`src/rtl/pipeline_skid_stage.sv`:
```
// Elastic IF/ID stage: valid/ready handshake with a one-entry skid buffer and synchronous flush.
// Optional saturating stall counter on output stall_count when PIPE_STAGE_STALL_CNT_EN is defined.
module pipeline_skid_stage #(
  parameter int unsigned      WIDTH     = 32,
  parameter logic [WIDTH-1:0] NOP_INSTR = 32'h00000000,
  parameter int unsigned      CNT_W     = 16
) (
  input  logic             Clk,
  input  logic             Reset,
  input  logic             Flush,
  input  logic             in_valid,
  output logic             in_ready,
  input  logic [WIDTH-1:0] in_pc_plus4,
  input  logic [WIDTH-1:0] in_instr,
  output logic             out_valid,
  input  logic             out_ready,
  output logic [WIDTH-1:0] out_pc_plus4,
  output logic [WIDTH-1:0] out_instr
`ifdef PIPE_STAGE_STALL_CNT_EN
  ,
  output logic [CNT_W-1:0] stall_count
`endif
);

  // Encoding chosen so bit0 is main_v and bit1 is skid_v.
  typedef enum logic [1:0] {
    S_EMPTY = 2'b00,
    S_ONE   = 2'b01,
    S_TWO   = 2'b11
  } state_t;

  state_t r_state;
  state_t w_state_next;

  logic [WIDTH-1:0] r_main_pc;
  logic [WIDTH-1:0] r_main_ins;
  logic [WIDTH-1:0] r_skid_pc;
  logic [WIDTH-1:0] r_skid_ins;

  logic w_main_v;
  logic w_skid_v;
  logic w_accept;
  logic w_drain;
  logic w_load_main_in;
  logic w_load_main_skid;
  logic w_load_skid;

  if (CNT_W < 1) begin : g_cnt_w_check
    $error("CNT_W must be at least 1");
  end

  assign w_main_v = r_state[0];
  assign w_skid_v = r_state[1];
  assign w_accept = in_valid & in_ready;
  assign w_drain  = w_main_v & out_ready;

  assign in_ready     = ~w_skid_v;
  assign out_valid    = w_main_v;
  assign out_pc_plus4 = r_main_pc;
  assign out_instr    = r_main_ins;

  always_ff @(posedge Clk) begin
    if (Reset || Flush) begin
      r_state <= S_EMPTY;
    end else begin
      r_state <= w_state_next;
    end
  end

  always_comb begin
    w_state_next     = r_state;
    w_load_main_in   = 1'b0;
    w_load_main_skid = 1'b0;
    w_load_skid      = 1'b0;
    case (r_state)
      S_EMPTY: begin
        if (w_accept) begin
          w_load_main_in = 1'b1;
          w_state_next   = S_ONE;
        end
      end
      S_ONE: begin
        if (w_accept && w_drain) begin
          w_load_main_in = 1'b1;
        end else if (w_accept) begin
          w_load_skid  = 1'b1;
          w_state_next = S_TWO;
        end else if (w_drain) begin
          w_state_next = S_EMPTY;
        end
      end
      S_TWO: begin
        if (w_drain) begin
          w_load_main_skid = 1'b1;
          w_state_next     = S_ONE;
        end
      end
      default: begin
        w_state_next = S_EMPTY;
      end
    endcase
  end

  // Data registers keep stale contents when emptied; only valid bits matter downstream.
  always_ff @(posedge Clk) begin
    if (Reset) begin
      r_main_pc  <= '0;
      r_main_ins <= NOP_INSTR;
      r_skid_pc  <= '0;
      r_skid_ins <= '0;
    end else if (Flush) begin
      r_main_pc  <= '0;
      r_main_ins <= NOP_INSTR;
    end else begin
      if (w_load_main_in) begin
        r_main_pc  <= in_pc_plus4;
        r_main_ins <= in_instr;
      end else if (w_load_main_skid) begin
        r_main_pc  <= r_skid_pc;
        r_main_ins <= r_skid_ins;
      end
      if (w_load_skid) begin
        r_skid_pc  <= in_pc_plus4;
        r_skid_ins <= in_instr;
      end
    end
  end

`ifdef PIPE_STAGE_STALL_CNT_EN
  logic [CNT_W-1:0] r_stall_cnt;

  // Counts cycles an entry is held back by decode; flush leaves it untouched.
  always_ff @(posedge Clk) begin
    if (Reset) begin
      r_stall_cnt <= '0;
    end else if (w_main_v && !out_ready && (r_stall_cnt != {CNT_W{1'b1}})) begin
      r_stall_cnt <= r_stall_cnt + 1'b1;
    end
  end

  assign stall_count = r_stall_cnt;
`endif

endmodule
```
`config.mk`:
```
export PLATFORM = sky130hd
export DESIGN_NAME = pipeline_skid_stage
export DESIGN_NICKNAME = d
export VERILOG_FILES = /design/src/rtl/pipeline_skid_stage.sv
export SDC_FILE = /design/constraint.sdc
export NUM_CORES = 1
export LEC_CHECK = 0
export BUFFER_PORTS_ARGS = -buffer_cell sky130_fd_sc_hd__buf_4
export CORE_MARGIN = 5
export CORE_UTILIZATION = 48
export CTS_CLUSTER_DIAMETER = 200
export CTS_CLUSTER_SIZE = 12
export DETAILED_ROUTE_END_ITERATION = 7
export GPL_ROUTABILITY_DRIVEN = 0
export PLACE_DENSITY_LB_ADDON = 0.08
export SYNTH_ARGS = -nofsm -noshare
export SYNTH_HDL_FRONTEND = slang
export SYNTH_SLANG_ARGS = --single-unit
export TNS_END_PERCENT = 50
```
`constraint.sdc`:
```
create_clock -name Clk -period 1.7 [get_ports Clk]
set_input_delay 0.51 -clock Clk [delete_from_list [all_inputs] [get_ports Clk]]
set_output_delay 0.51 -clock Clk [all_outputs]
set_load 0.01 [all_outputs]
```
== Word level (Yosys, flattened, before mapping) ==
Cells that the tools add are included.

* Logic and storage cells: 39
* Output and inout bits: 66
* Memory bits (read-only): 0
* Input bits: 69
* Bits in writable memories: 0
* Register bits: 130
* Memories kept: 0
* Bits in latches: 0

* Shift-type cells: 0
* Order comparisons: 0
* Div/mod/pow operators: 0
* Bitwise operators: 4
* Add/subtract/negate cells: 0
* $mul: 0
* Mux-type cells: 17
* Reduce and logical (&&, ||, !) cells: 7
* Equality and inequality tests: 6

{| class="wikitable"
|+ Operator list
! cell !! count
|-
| two-way mux 32 bit || 4
|-
| two-way mux 2 bit || 5
|-
| two-way mux 1 bit || 6
|-
| != test 2 bit (second input constant) || 3
|-
| one-hot mux 2 bit (3 select lines) || 1
|-
| AND reduction 4 bit || 1
|-
| != test 3 bit (second input constant) || 1
|-
| bitwise AND 1 bit || 2
|-
| equality test 2 x 1 -> 1 bit (second input constant) || 1
|-
| equality test 2 bit (second input constant) || 1
|-
| logical NOT 2 bit || 1
|-
| inverter 1 bit || 2
|-
| one-hot mux 1 bit (2 select lines) || 1
|-
| AND reduction 2 bit || 1
|-
| nonzero test 2 bit || 1
|-
| OR reduction 2 bit || 1
|-
| logical AND 1 bit || 1
|-
| logical OR 1 bit || 1
|}

== Longest topological paths before layout ==
* Word-level depth: 6
* Mapped depth: 9
* Mapped depth without buffers: 6

== Worst setup path before layout ==
Ideal clock, no wire load.

* Path kind: reg2reg
* Start: register r_state[0]
* End: register r_main_ins[10], in the netlist out_instr[10]
* Stages on the path, launching flop included: 9
* Required time: 1562 ps
* Buffers on the path: 3
* Library setup time: 138 ps
* Slack: -46 ps
* Clock period less this slack: 1746 ps
* Arrival: 1608 ps
* Path through: dfxtp_1 buf_4 inv_1 ha_1 a31o_1 nand3_1 buf_4 clkbuf_1 a211oi_1

* Word-level cells in the longest chain between the ends: 5
* Elaborated cells between the ends (all ways): 11
* Those cells by class: eq/ne: 2; mux: 5; bitwise: 1; reduce/logical: 3

{| class="wikitable"
|+ RTL lines
! what !! RTL line !! text
|-
| start: declaration || 32 || <nowiki>state_t r_state;</nowiki>
|-
| start signal: assignment || 66 || <nowiki>r_state <= w_state_next;</nowiki>
|-
| bitwise AND 1 bit || 55 || <nowiki>assign w_drain = w_main_v & out_ready;</nowiki>
|-
| logical AND 1 bit || 83 || <nowiki>if (w_accept && w_drain) begin</nowiki>
|-
| two-way mux 1 bit || 83 ||
|-
| one-hot mux 1 bit (2 select lines) || 75 || <nowiki>case (r_state)</nowiki>
|-
| two-way mux 32 bit or nonzero test 2 bit (tied branches) || - ||
|-
| end signal: assignment || 117 || <nowiki>r_main_ins <= in_instr;</nowiki>
|-
| end signal: assignment || 120 || <nowiki>r_main_ins <= r_skid_ins;</nowiki>
|-
| end: declaration || 36 || <nowiki>logic [WIDTH-1:0] r_main_ins;</nowiki>
|}

Several ways; a longest one is shown, not always the timed one.
A chain may end at the register's enable or synchronous reset.

== Final worst setup path ==
* Start: register r_state[1]
* End: output port in_ready

* Word-level cells in the longest chain between the ends: 1

{| class="wikitable"
|+ RTL lines
! what !! RTL line !! text
|-
| inverter 1 bit || 57 || <nowiki>assign in_ready = ~w_skid_v;</nowiki>
|-
| end: declaration || 12 || <nowiki>output logic in_ready,</nowiki>
|}

Every way passes these cells.

==> impl_results.md <==
- Status: complete, no violations
- Layout fillers: 897
- Type of origin of the critical path: flop
- First-pass GRT wire length: 22,070 µm
- Worst Tran Pin Value: 0.3362 ns
- Layout cells sized above 1: 29.46%
- Mapped Cells: 587
- Die height: 114.7 µm
- Worst hold path class: input port to flop
- Post-synth top cells: 130 x dfxtp_1, 128 x nand2_1, 67 x a21oi_1
- Clock sink total: 130
- Final setup vio count: 0
- Clock transition at the registers of the reported paths: 0.06 ns
- Worst Setup End Kind: primary output
- Rel. slew slack: 77.48%
- Setup ws final: 0.02709 ns
- Register area share after synthesis: 49.43%
- Number of global-route vias before repair: 4,649
- Setup WS pre-CTS: -0.02429 ns
- Via density: 5.423
- Max Cap Viol: 0
- Top Ports: 135
- Asr flop ratio synth: 0%
- Count leader, synth: dfxtp_1
- Pleak: 3.376 nW
- Root Driver: clkbuf_8
- Area added between synthesis and finish: 40.21%
- Yosys top cell by area: dfxtp_1
- Core Rows: 38
- CTS Buf Count: 17
- Register area: 0.002605 mm²
- Global Route Usage Sum: 21.01%
- Final period util: 98.41%
- Hold Fails Final Rpt: 0
- Port buffer count: 134
- # DRC: 0
- CTS Buffer Depth: 2
- Post-synthesis cell area: 0.005265 mm²
- Worst-Skew Late Latency: 0.52 ns
- Core Region: 0.01079 mm²
- Area share of the largest cell type after synthesis: 49.43%
- CTS H-Tree Depth: 4
- Final hold slack: 0.2392 ns
- Post-layout min period: 1.673 ns
- Yosys Warn Count: 0
- Top cells by area, synth: dfxtp_1 49%, mux2i_1 12%, a211oi_1 9.1%
- Prevailing post-synth register cell: dfxtp_1
- EDFF count, synth: 0
- RSZ-0062 raised after global routing: true
- Pwr/cell area: 1081 mW/mm²
- FF+latch count, synth: 130
- Final ANT Viol Nets: 0
- Syn_area_per_cell: 8.969 µm²
- Initial core utilization: 48.78%
- Clock Skews: 0.005943 ns
- Cell variety after synth: 24
- Die area: 0.01316 mm²
- DIE WIDTH: 114.7 µm
- Max-slew violation count: 0
- Peak supply drop: 0.6932 mV
- TritonCTS clock tree: done
- Multi-input logic area: 0.002422 mm²
- Detailed Route WL: 14,940 µm
- Arr. time, crit path: 1.16 ns
- Fmax: 0.5978 GHz
- N_diodes: 0
- Post-Place Cells: 832
- DRT Pass-1 Iters: 5
- CP Max Fanout: 4
- Initial antenna violation count: 0
- R2R depth: 8
- DPL Wire Length: 8901 µm
- Fin util: 68.40%
- Final #Nets: 801
- Largest net degree at the start of global routing: 65
- Vias post-DR: 4,772
- Overall Power: 7.980 mW
- Hold path depth: 3
- WS Path Type: flop to primary output
- Worst path required time: 1.19 ns
- 1st-iter DRT viols: 285
- WL/cell: 16.98 µm
- Cts hold-fix bufs: 0
- Syn Nets: 660
- Final non-filler cell total: 880
- Grt ovf: 0
cell usage in the layout (no fill, tap or decap), drive strengths merged:
cell type / count
or2: 1
a2bb2oi: 1
nand3b: 1
mux2i: 64
nand2: 128
bufinv: 5
o21ai: 2
a31o: 1
a31oi: 1
nand3: 3
a211o: 1
clkinv: 3
or4: 1
clkinvlp: 1
nor2: 64
a211oi: 65
dfxtp: 130
buf: 166
a2111o: 1
clkbuf: 27
ha: 4
a21boi: 1
inv: 2
a21oi: 67
cell families (layout without fill, tap and decap cells):
group,count (synthesis),count (layout),share of synthesized area (%)
buffers and inverters,52,204,5.894
adders and majority gates,4,4,0.9506
AOI/OAI and AO/OA,140,140,17.04
and+or+nand+nor,197,198,14.52
DFF,130,130,49.43
muxes,64,64,12.17
critical path, stage by stage (launching register included):
cell and delay (ns):
dfxtp_2 0.33, inv_2 0.05, buf_6 0.13, buf_4 0.14
registers in the layout, summed over array words and instances, names as in the netlist:
| register | cells |
|---|---|
| out_instr | 32 |
| out_pc_plus4 | 32 |
| r_skid_ins | 32 |
| r_skid_pc | 32 |
| r_state | 2 |
power breakdown:
| part | total [mW] | switching, mW | internal [mW] |
|---|---|---|---|
| registers | 3.21 | 0.0575 | 3.15 |
| logic | 0.815 | 0.409 | 0.407 |
| clock network | 3.96 | 1.28 | 2.68 |
final timing paths:
path	startpoint	end	slack, ns
min reg2reg	r_skid_ins[31]	r_skid_ins[31]	0.45
min	in_instr[30]	r_skid_ins[30]	0.24
max	r_state[1]	in_ready	0.03
max reg2reg	r_state[0]	out_pc_plus4[27]	0.05
cell type report:
type | count | area share [%]
sequential | 130 | 35.29
multi-input combinational | 406 | 32.81
timing repair buffer | 171 | 20.63
tap | 140 | 2.373
clock buffer | 22 | 6.407
clock inverter | 9 | 2.390
inverter | 2 | 0.1017
per-stage QoR:
step	TNS, ns	area [µm²]
floorplan	0	5266
global placement	0	6452
detailed placement	-0.03831	6452
CTS	-0.01245	7129
global route	-0.09354	7382
finish	0	7382
per-layer routing:
metal  GRT usage, %  up-vias  share of wire [%]
met4          8.216        0                1.5
li1               -     2302                  -
met2          36.59      159                 50
met3          6.947       19                7.8
met5              0        -                  0
met1          23.84     2292                 41
repair_timing:
| item | in CTS | in global routing |
|---|---|---|
| pin swaps | 1 | 1 |
| setup buffers | 1 | 8 |
| setup endpoints to repair | 8 | 76 |
| resized for setup | 6 | 9 |
| gates cloned | 0 | 8 |
| hold endpoints to repair | 0 | 0 |
Power figures use the tool's default switching activity.
